`config.mk`:
```
export PLATFORM = sky130hd
export DESIGN_NAME = cache_ctrl_2way_flat
export DESIGN_NICKNAME = d
export VERILOG_FILES = /design/src/rtl/cache_ctrl_2way_if.sv /design/src/rtl/cache_ctrl_2way.sv /design/src/flat_wrapper.sv
export SDC_FILE = /design/constraint.sdc
export NUM_CORES = 1
export LEC_CHECK = 0
export ABC_AREA = 1
export BUFFER_PORTS_ARGS = -buffer_cell sky130_fd_sc_hd__buf_4
export CAP_MARGIN = 25
export CORE_MARGIN = 5
export CORE_UTILIZATION = 45
export CTS_BUF_LIST = sky130_fd_sc_hd__clkbuf_8
export CTS_CLUSTER_SIZE = 25
export DETAILED_ROUTE_END_ITERATION = 7
export SYNTH_ARGS = -nofsm -noshare
export SYNTH_HDL_FRONTEND = slang
export SYNTH_SLANG_ARGS = --single-unit
```
`constraint.sdc`:
```
create_clock -name clk -period 3.26 [get_ports clk]
set_clock_uncertainty 0.15 [all_clocks]
set_input_delay 0.326 -clock clk [delete_from_list [all_inputs] [get_ports clk]]
set_output_delay 0.326 -clock clk [all_outputs]
set_load 0.02 [all_outputs]
```
`src/rtl/cache_ctrl_2way_if.sv`:
```
`default_nettype none
// ============================================================================
// Module   : cache_ctrl_2way_if
// Brief    : CPU request/response and memory port bundle for cache_ctrl_2way.
// Revision : 1.0 - initial release
// ============================================================================
interface cache_ctrl_2way_if #(
  parameter int ADDR_W = 8,
  parameter int DATA_W = 8
);
  logic              cpu_req;
  logic              cpu_we;
  logic [ADDR_W-1:0] cpu_addr;
  logic [DATA_W-1:0] cpu_wdata;
  logic              cpu_busy;
  logic              cpu_ready;
  logic              cpu_hit;
  logic [DATA_W-1:0] cpu_rdata;
  logic              mem_req;
  logic              mem_we;
  logic [ADDR_W-1:0] mem_addr;
  logic [DATA_W-1:0] mem_wdata;
  logic              mem_ack;
  logic [DATA_W-1:0] mem_rdata;

  // Requester side: CPU plus main memory.
  modport master (
    output cpu_req, cpu_we, cpu_addr, cpu_wdata, mem_ack, mem_rdata,
    input  cpu_busy, cpu_ready, cpu_hit, cpu_rdata,
    input  mem_req, mem_we, mem_addr, mem_wdata
  );

  // Cache controller side.
  modport slave (
    input  cpu_req, cpu_we, cpu_addr, cpu_wdata, mem_ack, mem_rdata,
    output cpu_busy, cpu_ready, cpu_hit, cpu_rdata,
    output mem_req, mem_we, mem_addr, mem_wdata
  );
endinterface
`default_nettype wire

```
`src/rtl/cache_ctrl_2way.sv`:
```
`default_nettype none
// ============================================================================
// Module   : cache_ctrl_2way
// Brief    : 8-set, 2-way set-associative write-back cache controller, LRU.
// Revision : 1.0 - initial release
// ============================================================================
module cache_ctrl_2way #(
  parameter int ADDR_W = 8,
  parameter int DATA_W = 8
) (
  input  logic               clk,
  input  logic               rst,
  cache_ctrl_2way_if.slave   bus
);

  localparam int TAG_W = ADDR_W - 3;
  localparam int SETS  = 8;

  typedef enum logic [2:0] {
    IDLE      = 3'd0,
    LOOKUP    = 3'd1,
    WRITEBACK = 3'd2,
    REFILL    = 3'd3,
    DONE      = 3'd4
  } state_t;

  state_t              r_state;
  logic                r_we;
  logic [ADDR_W-1:0]   r_addr;
  logic [DATA_W-1:0]   r_wdata;
  logic                r_miss;
  logic                r_victim;
  logic [1:0][SETS-1:0] r_valid;
  logic [1:0][SETS-1:0] r_dirty;
  logic [SETS-1:0]     r_lru;
  logic [TAG_W-1:0]    r_tagArr  [2][SETS];
  logic [DATA_W-1:0]   r_dataArr [2][SETS];

  logic [2:0]          w_idx;
  logic [TAG_W-1:0]    w_tag;
  logic                w_hit0;
  logic                w_hit1;
  logic                w_hit;
  logic                w_hitWay;
  logic                w_victim;
  logic                w_victimDirty;
  logic                w_dataWe;
  logic                w_arrWay;
  logic [DATA_W-1:0]   w_dataVal;
  logic                w_tagWe;

  assign w_idx    = r_addr[2:0];
  assign w_tag    = r_addr[ADDR_W-1:3];
  assign w_hit0   = r_valid[0][w_idx] && (r_tagArr[0][w_idx] == w_tag);
  assign w_hit1   = r_valid[1][w_idx] && (r_tagArr[1][w_idx] == w_tag);
  assign w_hit    = w_hit0 || w_hit1;
  assign w_hitWay = !w_hit0;

  // Prefer an empty way; only when both are live does the LRU bit decide.
  always_comb begin
    w_victim = 1'b0;
    if (!r_valid[0][w_idx])
      w_victim = 1'b0;
    else if (!r_valid[1][w_idx])
      w_victim = 1'b1;
    else
      w_victim = r_lru[w_idx];
  end

  assign w_victimDirty = r_valid[w_victim][w_idx] && r_dirty[w_victim][w_idx];

  assign w_tagWe   = (r_state == REFILL) && bus.mem_ack;
  assign w_dataWe  = w_tagWe || ((r_state == LOOKUP) && w_hit && r_we);
  assign w_arrWay  = (r_state == REFILL) ? r_victim : w_hitWay;
  assign w_dataVal = (r_state == REFILL) ? bus.mem_rdata : r_wdata;

  assign bus.cpu_busy = (r_state != IDLE);

  // Tag and data storage carry no reset; the valid bits qualify them.
  always_ff @(posedge clk) begin
    if (w_dataWe)
      r_dataArr[w_arrWay][w_idx] <= w_dataVal;
    if (w_tagWe)
      r_tagArr[r_victim][w_idx] <= w_tag;
  end

  always_ff @(posedge clk or posedge rst) begin
    if (rst) begin
      r_state       <= IDLE;
      r_we          <= 1'b0;
      r_addr        <= '0;
      r_wdata       <= '0;
      r_miss        <= 1'b0;
      r_victim      <= 1'b0;
      r_valid       <= '0;
      r_dirty       <= '0;
      r_lru         <= '0;
      bus.cpu_ready <= 1'b0;
      bus.cpu_hit   <= 1'b0;
      bus.cpu_rdata <= '0;
      bus.mem_req   <= 1'b0;
      bus.mem_we    <= 1'b0;
      bus.mem_addr  <= '0;
      bus.mem_wdata <= '0;
    end else begin
      bus.cpu_ready <= 1'b0;
      case (r_state)
        IDLE: begin
          if (bus.cpu_req) begin
            r_we    <= bus.cpu_we;
            r_addr  <= bus.cpu_addr;
            r_wdata <= bus.cpu_wdata;
            r_miss  <= 1'b0;
            r_state <= LOOKUP;
          end
        end
        LOOKUP: begin
          if (w_hit) begin
            if (r_we)
              r_dirty[w_hitWay][w_idx] <= 1'b1;
            else
              bus.cpu_rdata <= r_dataArr[w_hitWay][w_idx];
            r_lru[w_idx]  <= ~w_hitWay;
            bus.cpu_hit   <= ~r_miss;
            bus.cpu_ready <= 1'b1;
            r_state       <= DONE;
          end else begin
            r_miss      <= 1'b1;
            r_victim    <= w_victim;
            bus.mem_req <= 1'b1;
            if (w_victimDirty) begin
              bus.mem_we    <= 1'b1;
              bus.mem_addr  <= {r_tagArr[w_victim][w_idx], w_idx};
              bus.mem_wdata <= r_dataArr[w_victim][w_idx];
              r_state       <= WRITEBACK;
            end else begin
              bus.mem_we   <= 1'b0;
              bus.mem_addr <= r_addr;
              r_state      <= REFILL;
            end
          end
        end
        WRITEBACK: begin
          // mem_req stays high; the refill address takes over on the ack edge.
          if (bus.mem_ack) begin
            r_dirty[r_victim][w_idx] <= 1'b0;
            bus.mem_we   <= 1'b0;
            bus.mem_addr <= r_addr;
            r_state      <= REFILL;
          end
        end
        REFILL: begin
          if (bus.mem_ack) begin
            r_valid[r_victim][w_idx] <= 1'b1;
            r_dirty[r_victim][w_idx] <= 1'b0;
            bus.mem_req <= 1'b0;
            bus.mem_we  <= 1'b0;
            r_state     <= LOOKUP;
          end
        end
        DONE:    r_state <= IDLE;
        default: r_state <= IDLE;
      endcase
    end
  end

endmodule
`default_nettype wire

```
`src/flat_wrapper.sv`:
```
// flat-port wrapper written by rule: the top's interface ports become plain ports
module cache_ctrl_2way_flat 
#(
  parameter int ADDR_W = 8,
  parameter int DATA_W = 8
)
  (clk, rst, bus_cpu_req, bus_cpu_we, bus_cpu_addr, bus_cpu_wdata, bus_mem_ack, bus_mem_rdata, bus_cpu_busy, bus_cpu_ready, bus_cpu_hit, bus_cpu_rdata, bus_mem_req, bus_mem_we, bus_mem_addr, bus_mem_wdata);
  cache_ctrl_2way_if #(.ADDR_W(ADDR_W), .DATA_W(DATA_W)) bus_i ();
  input  logic clk;
  input  logic rst;
  input wire logic [$bits(bus_i.cpu_req)-1:0] bus_cpu_req;
  input wire logic [$bits(bus_i.cpu_we)-1:0] bus_cpu_we;
  input wire logic [$bits(bus_i.cpu_addr)-1:0] bus_cpu_addr;
  input wire logic [$bits(bus_i.cpu_wdata)-1:0] bus_cpu_wdata;
  input wire logic [$bits(bus_i.mem_ack)-1:0] bus_mem_ack;
  input wire logic [$bits(bus_i.mem_rdata)-1:0] bus_mem_rdata;
  output wire logic [$bits(bus_i.cpu_busy)-1:0] bus_cpu_busy;
  output wire logic [$bits(bus_i.cpu_ready)-1:0] bus_cpu_ready;
  output wire logic [$bits(bus_i.cpu_hit)-1:0] bus_cpu_hit;
  output wire logic [$bits(bus_i.cpu_rdata)-1:0] bus_cpu_rdata;
  output wire logic [$bits(bus_i.mem_req)-1:0] bus_mem_req;
  output wire logic [$bits(bus_i.mem_we)-1:0] bus_mem_we;
  output wire logic [$bits(bus_i.mem_addr)-1:0] bus_mem_addr;
  output wire logic [$bits(bus_i.mem_wdata)-1:0] bus_mem_wdata;
  assign bus_i.cpu_req = bus_cpu_req;
  assign bus_i.cpu_we = bus_cpu_we;
  assign bus_i.cpu_addr = bus_cpu_addr;
  assign bus_i.cpu_wdata = bus_cpu_wdata;
  assign bus_i.mem_ack = bus_mem_ack;
  assign bus_i.mem_rdata = bus_mem_rdata;
  assign bus_cpu_busy = bus_i.cpu_busy;
  assign bus_cpu_ready = bus_i.cpu_ready;
  assign bus_cpu_hit = bus_i.cpu_hit;
  assign bus_cpu_rdata = bus_i.cpu_rdata;
  assign bus_mem_req = bus_i.mem_req;
  assign bus_mem_we = bus_i.mem_we;
  assign bus_mem_addr = bus_i.mem_addr;
  assign bus_mem_wdata = bus_i.mem_wdata;
  cache_ctrl_2way #(.ADDR_W(ADDR_W), .DATA_W(DATA_W)) u_core (.clk(clk), .rst(rst), .bus(bus_i));
endmodule
```
* Word level (Yosys, flattened, before mapping)
Memory sizes are Yosys's and may differ from the RTL's.
Index checks and enable logic that the tools add are counted.
** Storage, ports and cells
- Register bits :: 90
- Latch bits :: 0
- RAM bits :: 208
- Memory bits (read-only) :: 0
- Logic and storage cells :: 153
- Memories kept :: 2
** Cells by class
- Add/subtract/negate cells :: 0
- $mul :: 0
- Divide/modulo/power cells :: 0
- $lt $le $gt $ge :: 9
- Equal/unequal tests :: 12
- Shifts and indexed selects :: 0
- Muxes and demuxes :: 72
- Bitwise gates (word level) :: 8
- Reduce and logical (&&, ||, !) cells :: 32
** Memories
- u_core.r_dataArr :: words 2, bits a word 64, rd ports 2, clocked after Yosys merged registers in 0, write ports 1, line cache_ctrl_2way.sv:37 : logic [DATA_W-1:0] r_dataArr [2][SETS];
- u_core.r_tagArr :: words 2, bits a word 40, rd ports 3, clocked after Yosys merged registers in 0, write ports 1, line cache_ctrl_2way.sv:36 : logic [TAG_W-1:0] r_tagArr [2][SETS];
** Operators by type and width (count)
- 2-to-1 mux 8 bit :: 15
- 2-to-1 mux 64 bit :: 1
- binary-select mux 8 bit (select 3 bit) :: 2
- 2-to-1 mux 16 bit :: 3
- binary-select mux 5 bit (select 3 bit) :: 3
- 2-to-1 mux 40 bit :: 1
- 2-to-1 mux 5 bit :: 7
- bitwise OR 16 bit :: 2
- one-hot mux 16 bit (2 select lines) :: 1
- demux 8 bit (select 3 bit) :: 1
- AND reduction 3 bit :: 7
- 2-to-1 mux 1 bit :: 19
- bitwise AND 16 bit :: 1
- demux 8 bit (select 1 bit) :: 2
- inverter 16 bit :: 1
- one-hot mux 8 bit (2 select lines) :: 1
- binary-select mux 1 bit (select 3 bit) :: 5
- demux 5 bit (select 3 bit) :: 1
- 2-to-1 mux 3 bit :: 4
- one-hot mux 3 bit (4 select lines) :: 1
- == test 5 bit :: 2
- logical AND 1 bit :: 10
- bitwise mux 8 bit :: 1
- != test 2 bit (second input constant) :: 4
- 21 further kinds :: 38

* Logic depth before layout (Yosys ltp)
Gate-level depths: netlist (run 1).
- Word-level depth :: 15
- Depth in mapped cells :: 22
- Depth with buffers taken out :: 20

* Worst setup path before layout (run 1)
No wires, ideal clock.
- Path kind :: reg-to-reg
- Start point :: register u_core.r_addr[0]
- End point :: memory u_core.r_dataArr[1][0] (netlist name), enable pin
- Library setup time :: 383 ps
- Arrival time :: 2595 ps
- Path slack :: 132 ps
- Cell stages (with the launch flop) :: 16
- Buffers on the path :: 2
- Cell sequence :: dfrtp_1 buf_2 o21ai_0 nand2_1 nand2_1 nand2_1 nand2_2 nand2_1 nor2_2 nand3_2 nand2_2 nand2_4 o21ai_1 inv_1 buf_2 nor3_1
** Between the ends
- Word-level cells in the longest chain between the ends :: 12
** Ends and longest elaborated chain
- from (decl) :: line cache_ctrl_2way.sv:29 : logic [ADDR_W-1:0] r_addr;
- from (signal assigned) :: line cache_ctrl_2way.sv:111 : r_addr <= bus.cpu_addr;
- inverter 3 -> 4 bit (not written as such) :: line cache_ctrl_2way.sv:54, cache_ctrl_2way.sv:55, cache_ctrl_2way.sv:82
- binary-select mux 5 bit (select 3 bit) (on tied branches) :: line cache_ctrl_2way.sv:54, cache_ctrl_2way.sv:55
- 2-to-1 mux 5 bit (on tied branches) (2 in series) :: line cache_ctrl_2way.sv:54, cache_ctrl_2way.sv:55
- == test 5 bit (on tied branches) :: line cache_ctrl_2way.sv:54, cache_ctrl_2way.sv:55
- logical AND 1 bit (on tied branches) :: line cache_ctrl_2way.sv:54, cache_ctrl_2way.sv:55
- logical OR 1 bit :: line cache_ctrl_2way.sv:56 : assign w_hit = w_hit0 || w_hit1;
- logical AND 1 bit (2 in series) :: line cache_ctrl_2way.sv:73 : assign w_dataWe = w_tagWe || ((r_state == LOOKUP) && w_hit && r_we);
- logical OR 1 bit :: line cache_ctrl_2way.sv:73
- 2-to-1 mux 1 bit :: line cache_ctrl_2way.sv:81 : if (w_dataWe)
- 2-to-1 mux 64 bit (not written as such) :: line cache_ctrl_2way.sv:82 : r_dataArr[w_arrWay][w_idx] <= w_dataVal;
- to (decl) :: line cache_ctrl_2way.sv:37
Parallel ways exist; a longest one is shown, timed or not. The select of a mux whose other input is x is not followed.

* Worst setup path in the final report (run 1)
- Start point :: register u_core.r_addr[0]
- End point :: register u_core.bus.cpu_rdata[2]
** Between the ends
- Word-level cells in the longest chain between the ends :: 11
** Ends and longest elaborated chain
- inverter 3 -> 4 bit (not written as such) :: line cache_ctrl_2way.sv:54, cache_ctrl_2way.sv:55, cache_ctrl_2way.sv:122
- binary-select mux 5 bit (select 3 bit) :: line cache_ctrl_2way.sv:54 : assign w_hit0 = r_valid[0][w_idx] && (r_tagArr[0][w_idx] == w_tag);
- 2-to-1 mux 5 bit (not written as such) (2 in series) :: line cache_ctrl_2way.sv:54
- == test 5 bit :: line cache_ctrl_2way.sv:54
- logical AND 1 bit :: line cache_ctrl_2way.sv:54
- logical NOT 1 bit :: line cache_ctrl_2way.sv:57 : assign w_hitWay = !w_hit0;
- memory read (2 x 64 bit)
- binary-select mux 8 bit (select 3 bit) :: line cache_ctrl_2way.sv:122 : bus.cpu_rdata <= r_dataArr[w_hitWay][w_idx];
- 2-to-1 mux 8 bit (not written as such) (2 in series) :: line cache_ctrl_2way.sv:122
- to (signal assigned) :: line cache_ctrl_2way.sv:122
- to (decl) :: line cache_ctrl_2way_if.sv:36 : output cpu_busy, cpu_ready, cpu_hit, cpu_rdata,
Parallel ways exist; a longest one is shown, timed or not. The select of a mux whose other input is x is not followed.
A chain may end at the register's enable or synchronous reset.

==> results of run 1 <==
[worst min-delay path by stage]
stage | slack (ns) | startpoint | cells after the start | endpoint
floorplan | 0.27 | u_core.r_valid[10] | 2 | u_core.r_valid[10]
global placement | 0.29 | u_core.r_valid[0] | 2 | u_core.r_valid[0]
detailed placement | 0.30 | u_core.r_valid[0] | 2 | u_core.r_valid[0]
CTS | 0.21 | rst | 3 | u_core.bus.cpu_ready
global route | 0.26 | rst | 3 | u_core.bus.cpu_ready
finish | 0.21 | rst | 3 | u_core.bus.cpu_ready
[flip-flops by register name, summed over array words and instances (netlist names), 3 cells and up]
| signal | flops |
|---|---|
| u_core.r_dataArr | 128 |
| u_core.r_tagArr | 80 |
| u_core.r_dirty | 16 |
| u_core.r_valid | 16 |
| u_core.bus.cpu_rdata | 8 |
| u_core.bus.mem_addr | 8 |
| u_core.bus.mem_wdata | 8 |
| u_core.r_addr | 8 |
| u_core.r_lru | 8 |
| u_core.r_wdata | 8 |
| u_core.r_state | 3 |
[worst max-delay path: cells and delay by family (launching register included)]
kind | cells | cell delay [ns]
buffers and inverters | 7 | 1.35
flip-flops | 1 | 0.51
AND/OR/NAND/NOR | 6 | 1.07
[layer usage]
metal  wire (µm)  GRT usage  vias up
li1            -          -     6691
met1       21800      0.366     6732
met2       25100      0.431      772
met3        4570     0.0431      155
met4        2730      0.122        0
met5           0          0        -
[cells by family (layout without fill, tap and decap cells)]
logic type      count (synthesis)  after routing  share of synthesized area
compound gates                236            236                     0.0794
buf+inv                       315            551                     0.0842
flops                         298            298                      0.543
simple gates                 1070           1071                      0.294
[timing repair]
action	4_1_cts	5_1_grt
hold endpoints to repair	68	0
hold buffers	28	0
endpoints found under the setup margin	68	147
setup buffers	1	14
gates cloned	0	5
gates resized for setup	18	75
pin swaps	1	9
[final cells by class]
cell class,instances,area share
Clock buffer,54,0.0386
Clock inverter,31,0.00807
Inverter,217,0.0427
Multi-Input combinational cell,1307,0.315
Sequential cell,298,0.442
Tap cell,455,0.0296
Timing Repair Buffer,249,0.124
[per-stage QoR]
stage,hold WS [ns],instance area [µm²]
after floorplan,0.274,15700
after global placement,0.290,17400
after detailed placement,0.297,17400
after CTS,0.211,18700
after global routing,0.261,19200
final,0.214,19200
[power groups by stage]
stage	registers [mW]	clock network (mW)	logic (mW)
3_3_place_gp	5.48	0	10.6
3_5_place_dp	5.48	0	10.6
6_report	5.43	3.12	12.2
4_1_cts	5.42	3.18	10.9
5_1_grt	5.48	3.35	13.0
2_1_floorplan	5.59	0	6.15
[cells in the final DEF, fill, tap and decap left out, types with 2 or more instances in the layout]
master,count
nand2_1,620
nand3_1,232
inv_1,215
edfxtp_1,208
buf_4,179
o21ai_0,125
nor2_1,115
dfrtp_1,89
a21oi_1,69
clkbuf_8,54
dlygate4sd3_1,28
nand3b_1,25
buf_12,24
or2_2,21
o21ai_1,20
clkinv_1,16
nor3_1,10
inv_2,9
nor2_2,8
nor3_4,8
buf_6,8
nor3_2,7
nand2_2,6
nand4_1,6
nor2_4,5
o21ai_2,4
o22ai_1,4
o211ai_1,4
clkbuf_16,4
buf_8,4
inv_4,3
nand2_4,3
nand3_2,3
o221ai_1,2
o21ai_4,2
a211oi_1,2
inv_6,2
clkinv_2,2
==> key figures, run 1 <==
Outcome
  • Status: complete, no violations

Die
  • Die H: 197 µm
  • Initial Util: 0.454
  • Die ar.: 38600 µm²
  • I/O pin cnt: 58
  • Core Region: 34500 µm²
  • Die width: 197 µm
  • Row cnt: 68

Worst setup path
  • CP Cell Sequence: inv_2 -> buf_12 -> buf_4 -> buf_4 -> nand2_1 -> inv_1 -> buf_4 -> nand2_1 -> nor2_1 -> nor2_1 -> nand3_1 -> nand2_1 -> inv_1
  • Largest stage delay, worst path: 0.51 ns
  • Reg2reg setup slack: 0.07 ns
  • Crit start category: flip-flop
  • R2r worst-path depth: 13
  • R2R Path End: u_core.bus.cpu_rdata[2]
  • R2r startpoint: u_core.r_addr[0]
  • CP Launch Point: u_core.r_addr[0]
  • Crit path required time: 3.67 ns
  • Critical path capture point type: flip-flop
  • Kind of critical path: reg2reg
  • Crit path to: u_core.bus.cpu_rdata[2]
  • CP max-delay cell: dfrtp_4
  • Worst path arrival time: 3.60 ns
  • CP max FO: 26

Timing
  • Setup WS post-layout: 0.0704 ns
  • Fmax achieved: 314 MHz
  • Tightest Pin Transition: 0.947 ns
  • Tmin final: 3.19 ns
  • Final Hold Viols: 0
  • Unrepaired setup endpoints after global routing: true
  • Rel. slew slack: 0.367
  • Final period util: 0.978
  • Setup TNS: 0 ns
  • Fin. max-slew vios: 0
  • Final Setup Violations: 0

Clock network
  • CTS tree: done
  • Clk_lat worst skew: 0.64 ns
  • H-tree Lvls: 2
  • CTS root buffer: clkbuf_8
  • CTS sink cnt: 298
  • Reg clk slew, reported paths: 0.06 ns
  • Clock buffer depth: 3
  • Num CTS Buffers: 50

Hold path
  • Worst hold path class: in2async

Synthesis
  • Yosys warning count: 0
  • Post-synthesis sequential area ratio: 0.543
  • Register bit total from synthesis: 298
  • Synthesized area: 15700 µm²
  • Largest area contributor in the netlist: edfxtp_1
  • Mean Syn Cell Area: 8.16 µm²
  • Synthesized instance count: 1919
  • Most used flip-flop cell after synthesis: edfxtp_1
  • Syn Nets: 1948
  • Unique cell type count in the Yosys netlist: 35
  • Synth cell count leaders: nand2_1 (623), nand3_1 (234), edfxtp_1 (208), inv_1 (200), o21ai_0 (137)
  • Top cell type's share of synthesized area: 0.399
  • Fraction of registers with async set/reset: 0.302
  • Most common cell in the synthesized netlist: nand2_1
  • Post-synth EDFFs: 208
  • Synth top area cells: edfxtp_1 (40%), nand2_1 (15%), dfrtp_1 (14%)

Route
  • Drt via density: 5.50
  • DRC viols: 0
  • Vias: 14350
  • DRT iter0 DRCs: 1541
  • WL per Instance: 20.8 µm
  • Final wirelength: 54.2 mm
  • Drt pass-1 iters: 6
  • Final ANT Viol Nets: 0

Global routing
  • Vias in the first global route: 13359
  • Initial antenna violation count: 1
  • First-pass GRT wire length: 80.2 mm
  • All-Layer GR Usage: 0.270
  • Largest net degree at the start of global routing: 57
  • Remaining global-route overflow: 0

Power
  • VDD IR max: 0.741 mV
  • Clk pwr share: 0.150
  • Cell-internal power: 10.7 mW
  • Design Power: 20.7 mW
  • Logic pwr share: 0.587
  • Psw: 9.97 mW
  • Power per cell area: 1080 nW/µm²
  • P_leak: 8.81 nW
  • Part of the power in registers: 0.262
  • Switching Share: 0.481

Place
  • DP Wirelength: 37.2 mm
  • Place WS: -0.332 ns
  • GP Congestion: 0.940
  • Placed cells: 2478
  • # port buffers: 57

Final layout
  • Filler instances: 3128
  • Antenna diode count: 0
  • Final non-filler cell total: 2611
  • Area of the multi-input gates: 6050 µm²
  • P&R area growth vs syn: 22.8%
  • Layout Utilization: 0.558
  • # nets final: 2152
  • Layout cells sized above 1: 0.169
  • FF/Latch Area: 8500 µm²

Flow run
  • Max cap viols: 0
No activity file was read; power rests on OpenSTA's default activity.
==> run 2, diff against run 1 <==
--- a/config.mk
+++ b/config.mk
@@ -6,13 +6,12 @@
 export NUM_CORES = 1
 export LEC_CHECK = 0
 export ABC_AREA = 1
-export BUFFER_PORTS_ARGS = -buffer_cell sky130_fd_sc_hd__buf_4
 export CAP_MARGIN = 25
 export CORE_MARGIN = 5
 export CORE_UTILIZATION = 45
-export CTS_BUF_LIST = sky130_fd_sc_hd__clkbuf_8
 export CTS_CLUSTER_SIZE = 25
 export DETAILED_ROUTE_END_ITERATION = 7
+export DONT_BUFFER_PORTS = 1
 export SYNTH_ARGS = -nofsm -noshare
 export SYNTH_HDL_FRONTEND = slang
 export SYNTH_SLANG_ARGS = --single-unit
==> run 2 against run 1 <==
Sequential power up 5.2%. First-iteration DRC count down 5.5%. Utilization down 3.1 points. Highest routed layer unchanged. Clock power up 21%. Combinational power down 15%. Worst hold slack worse by 0.20 ns. Critical path type unchanged.
==> key figures, run 2 (synthesis results as in run 1) <==
Timing
  • Setup WS post-layout: 0.159 ns (+0.0888 ns)
  • Final Hold Viols: 0 (unchanged)
  • Unrepaired setup endpoints after global routing: false
  • Final period util: 0.951 (-0.0272)
  • Tmin final: 3.10 ns (-0.0888 ns)
  • Final Setup Violations: 0 (unchanged)
  • Fmax achieved: 323 MHz (+2.9%)
  • Tightest Pin Transition: 0.988 ns (+0.0405 ns)
  • Setup TNS: 0 ns (unchanged)
  • Rel. slew slack: 0.340 (-0.0271)
  • Fin. max-slew vios: 0 (unchanged)

Die
  • Core Region: 34500 µm² (unchanged)
  • Die H: 197 µm (unchanged)
  • Row cnt: 68 (unchanged)
  • Initial Util: 0.454 (unchanged)
  • Die width: 197 µm (unchanged)
  • Die ar.: 38600 µm² (unchanged)
  • I/O pin cnt: 58 (unchanged)

Clock network
  • CTS sink cnt: 298 (unchanged)
  • Num CTS Buffers: 34 (-32%)
  • Reg clk slew, reported paths: 0.06 ns (about the same)
  • Setup Fix Bufs, Post-CTS: 0 (-1)
  • CTS root buffer: clkbuf_16
  • Clk_lat worst skew: 0.54 ns (-0.10 ns)
  • Clock buffer depth: 3 (unchanged)
  • H-tree Lvls: 2 (unchanged)
  • CTS tree: done

Route
  • Drt via density: 5.56 (+1.1%)
  • Final wirelength: 52.6 mm (-3.0%)
  • DRC viols: 0 (unchanged)
  • Drt pass-1 iters: 5 (-1)
  • Final ANT Viol Nets: 0 (unchanged)
  • WL per Instance: 21.2 µm (+2.3%)
  • Vias: 13752 (-4.2%)
  • DRT iter0 DRCs: 1457 (-5.5%)

Power
  • VDD IR max: 0.584 mV (-21%)
  • Power per cell area: 1090 nW/µm² (+1.5%)
  • P_leak: 8.11 nW (-8.0%)

Flow run
  • Max cap viols: 0 (unchanged)

Final layout
  • Biggest register: u_core.r_dataArr
  • Antenna diode count: 0 (unchanged)
  • P&R area growth vs syn: 16.0%
  • Largest regs: u_core.r_dataArr: 128 flops, u_core.r_tagArr: 80 flops
  • Max reg flops: 128 (unchanged)
  • Most frequent cells in the layout: nand2_1 (623), nand3_1 (234), edfxtp_1 (208)
  • Commonest non-fill, non-tap cell in the layout: nand2_1
  • Layout cells sized above 1: 0.110 (-0.0589)
  • # nets final: 2024 (-5.9%)

Worst setup path
  • CP max FO: 21 (-19%)
  • R2r worst-path depth: 18 (+5)
  • Worst path arrival time: 3.37 ns (-0.23 ns)
  • Crit start category: flip-flop
  • Crit path required time: 3.53 ns (-0.14 ns)
  • Critical path capture point type: flip-flop
  • Kind of critical path: reg2reg

Global routing
  • GR peak layer: met2
  • All-Layer GR Usage: 0.268 (-0.00200)
  • GR Util met1: 0.350 (-0.0159)
  • Remaining global-route overflow: 0 (unchanged)
  • Initial antenna violation count: 0 (-1)
  • First-pass GRT wire length: 79.3 mm (-1.2%)
  • M3 GR Usage: 0.0379 (-0.00513)
  • Met2 usage: 0.461 (+0.0296)
  • Largest net degree at the start of global routing: 97 (+70%)
  • Vias in the first global route: 13062 (-2.2%)

Hold path
  • Hold path depth: 4
  • Worst hold path class: in2reg

Outcome
  • Status: complete, no violations

Place
  • DP Wirelength: 36.7 mm (-1.4%)
  • # port buffers: 0 (-100%)
  • GP Congestion: 0.960 (+2.2%)
  • Place WS: 0.0714 ns (+0.403 ns)
-- run 2: cell types whose count changed in the layout (fill, tap and decap cells not counted), moves of 10 or more --
cell,change
buf_4,-87
clkbuf_8,-52
clkbuf_16,+30
inv_1,-16
o21ai_0,+11
buf_12,-10
clkbuf_1,+10
-- run 2: what timing repair did --
action | CTS | global route
gates resized for setup | 0 | 14
hold buffers | 27 | 0
endpoints found under the setup margin | 0 | 140
endpoints found under the hold margin | 109 | 0
-- run 2: final cells by class --
type / count / area, µm²
well taps: 455 / 569
fillers: 3199 / 16300
clock inverters: 15 / 168
multi-input cells: 1306 / 5880
clock buffers: 46 / 916
inverters: 217 / 822
flip-flops and latches: 298 / 8500
repair buffers: 138 / 1300
-- run 2: critical path: stages, from the launching register on --
cell and delay [ns]:
dfrtp_2 0.51, inv_2 0.06, nor2_1 0.09, buf_4 0.29
nand3_1 0.11, nand2_1 0.08, nor2_1 0.08, nand2_2 0.12
buf_4 0.24, buf_4 0.31, nand3b_1 0.11, nand3_1 0.13
nand2_1 0.07, nor2_1 0.23, nand2_1 0.08, nor2_1 0.10
nand3_1 0.08, nand3_1 0.09, nand2_1 0.05
-- run 2: routing by layer --
layer	vias up	wire, µm
li1	6418	-
met1	6569	20800
met2	643	25500
met3	122	4150
met4	0	2090
met5	-	0
-- run 2: through the flow --
step	std cells	area [µm²]	utilization	hold slack, ns	power, mW
floorplan	1919	15700	-	0.274	11.7
global placement	2387	16800	0.486	0.0982	15.7
detailed placement	2387	16800	0.486	0.101	15.8
CTS	2475	18100	0.526	0.00793	19.6
global route	2475	18200	0.527	0.0834	20.9
finish	2475	18200	0.527	0.0102	19.9
-- run 2: worst paths after layout --
check | from | end | slack (ns)
setup / recovery | u_core.r_addr[2] | u_core.bus.mem_addr[5] | 0.16
hold / removal | bus_cpu_req | u_core.r_we | 0.01
setup reg to reg | u_core.r_addr[2] | u_core.bus.mem_addr[5] | 0.16
hold reg to reg | u_core.r_valid[10] | u_core.r_valid[10] | 0.32
max in group asynchronous | rst | u_core.r_addr[2] | 2.11
min in group asynchronous | rst | u_core.r_lru[7] | 0.15
-- run 2: power by group --
part           internal [mW]  total, mW  leakage [nW]  switching, mW
Clock                   2.22       3.78         0.519           1.56
Sequential              5.07       5.71          3.00          0.642
Combinational           3.00       10.4          4.59           7.36
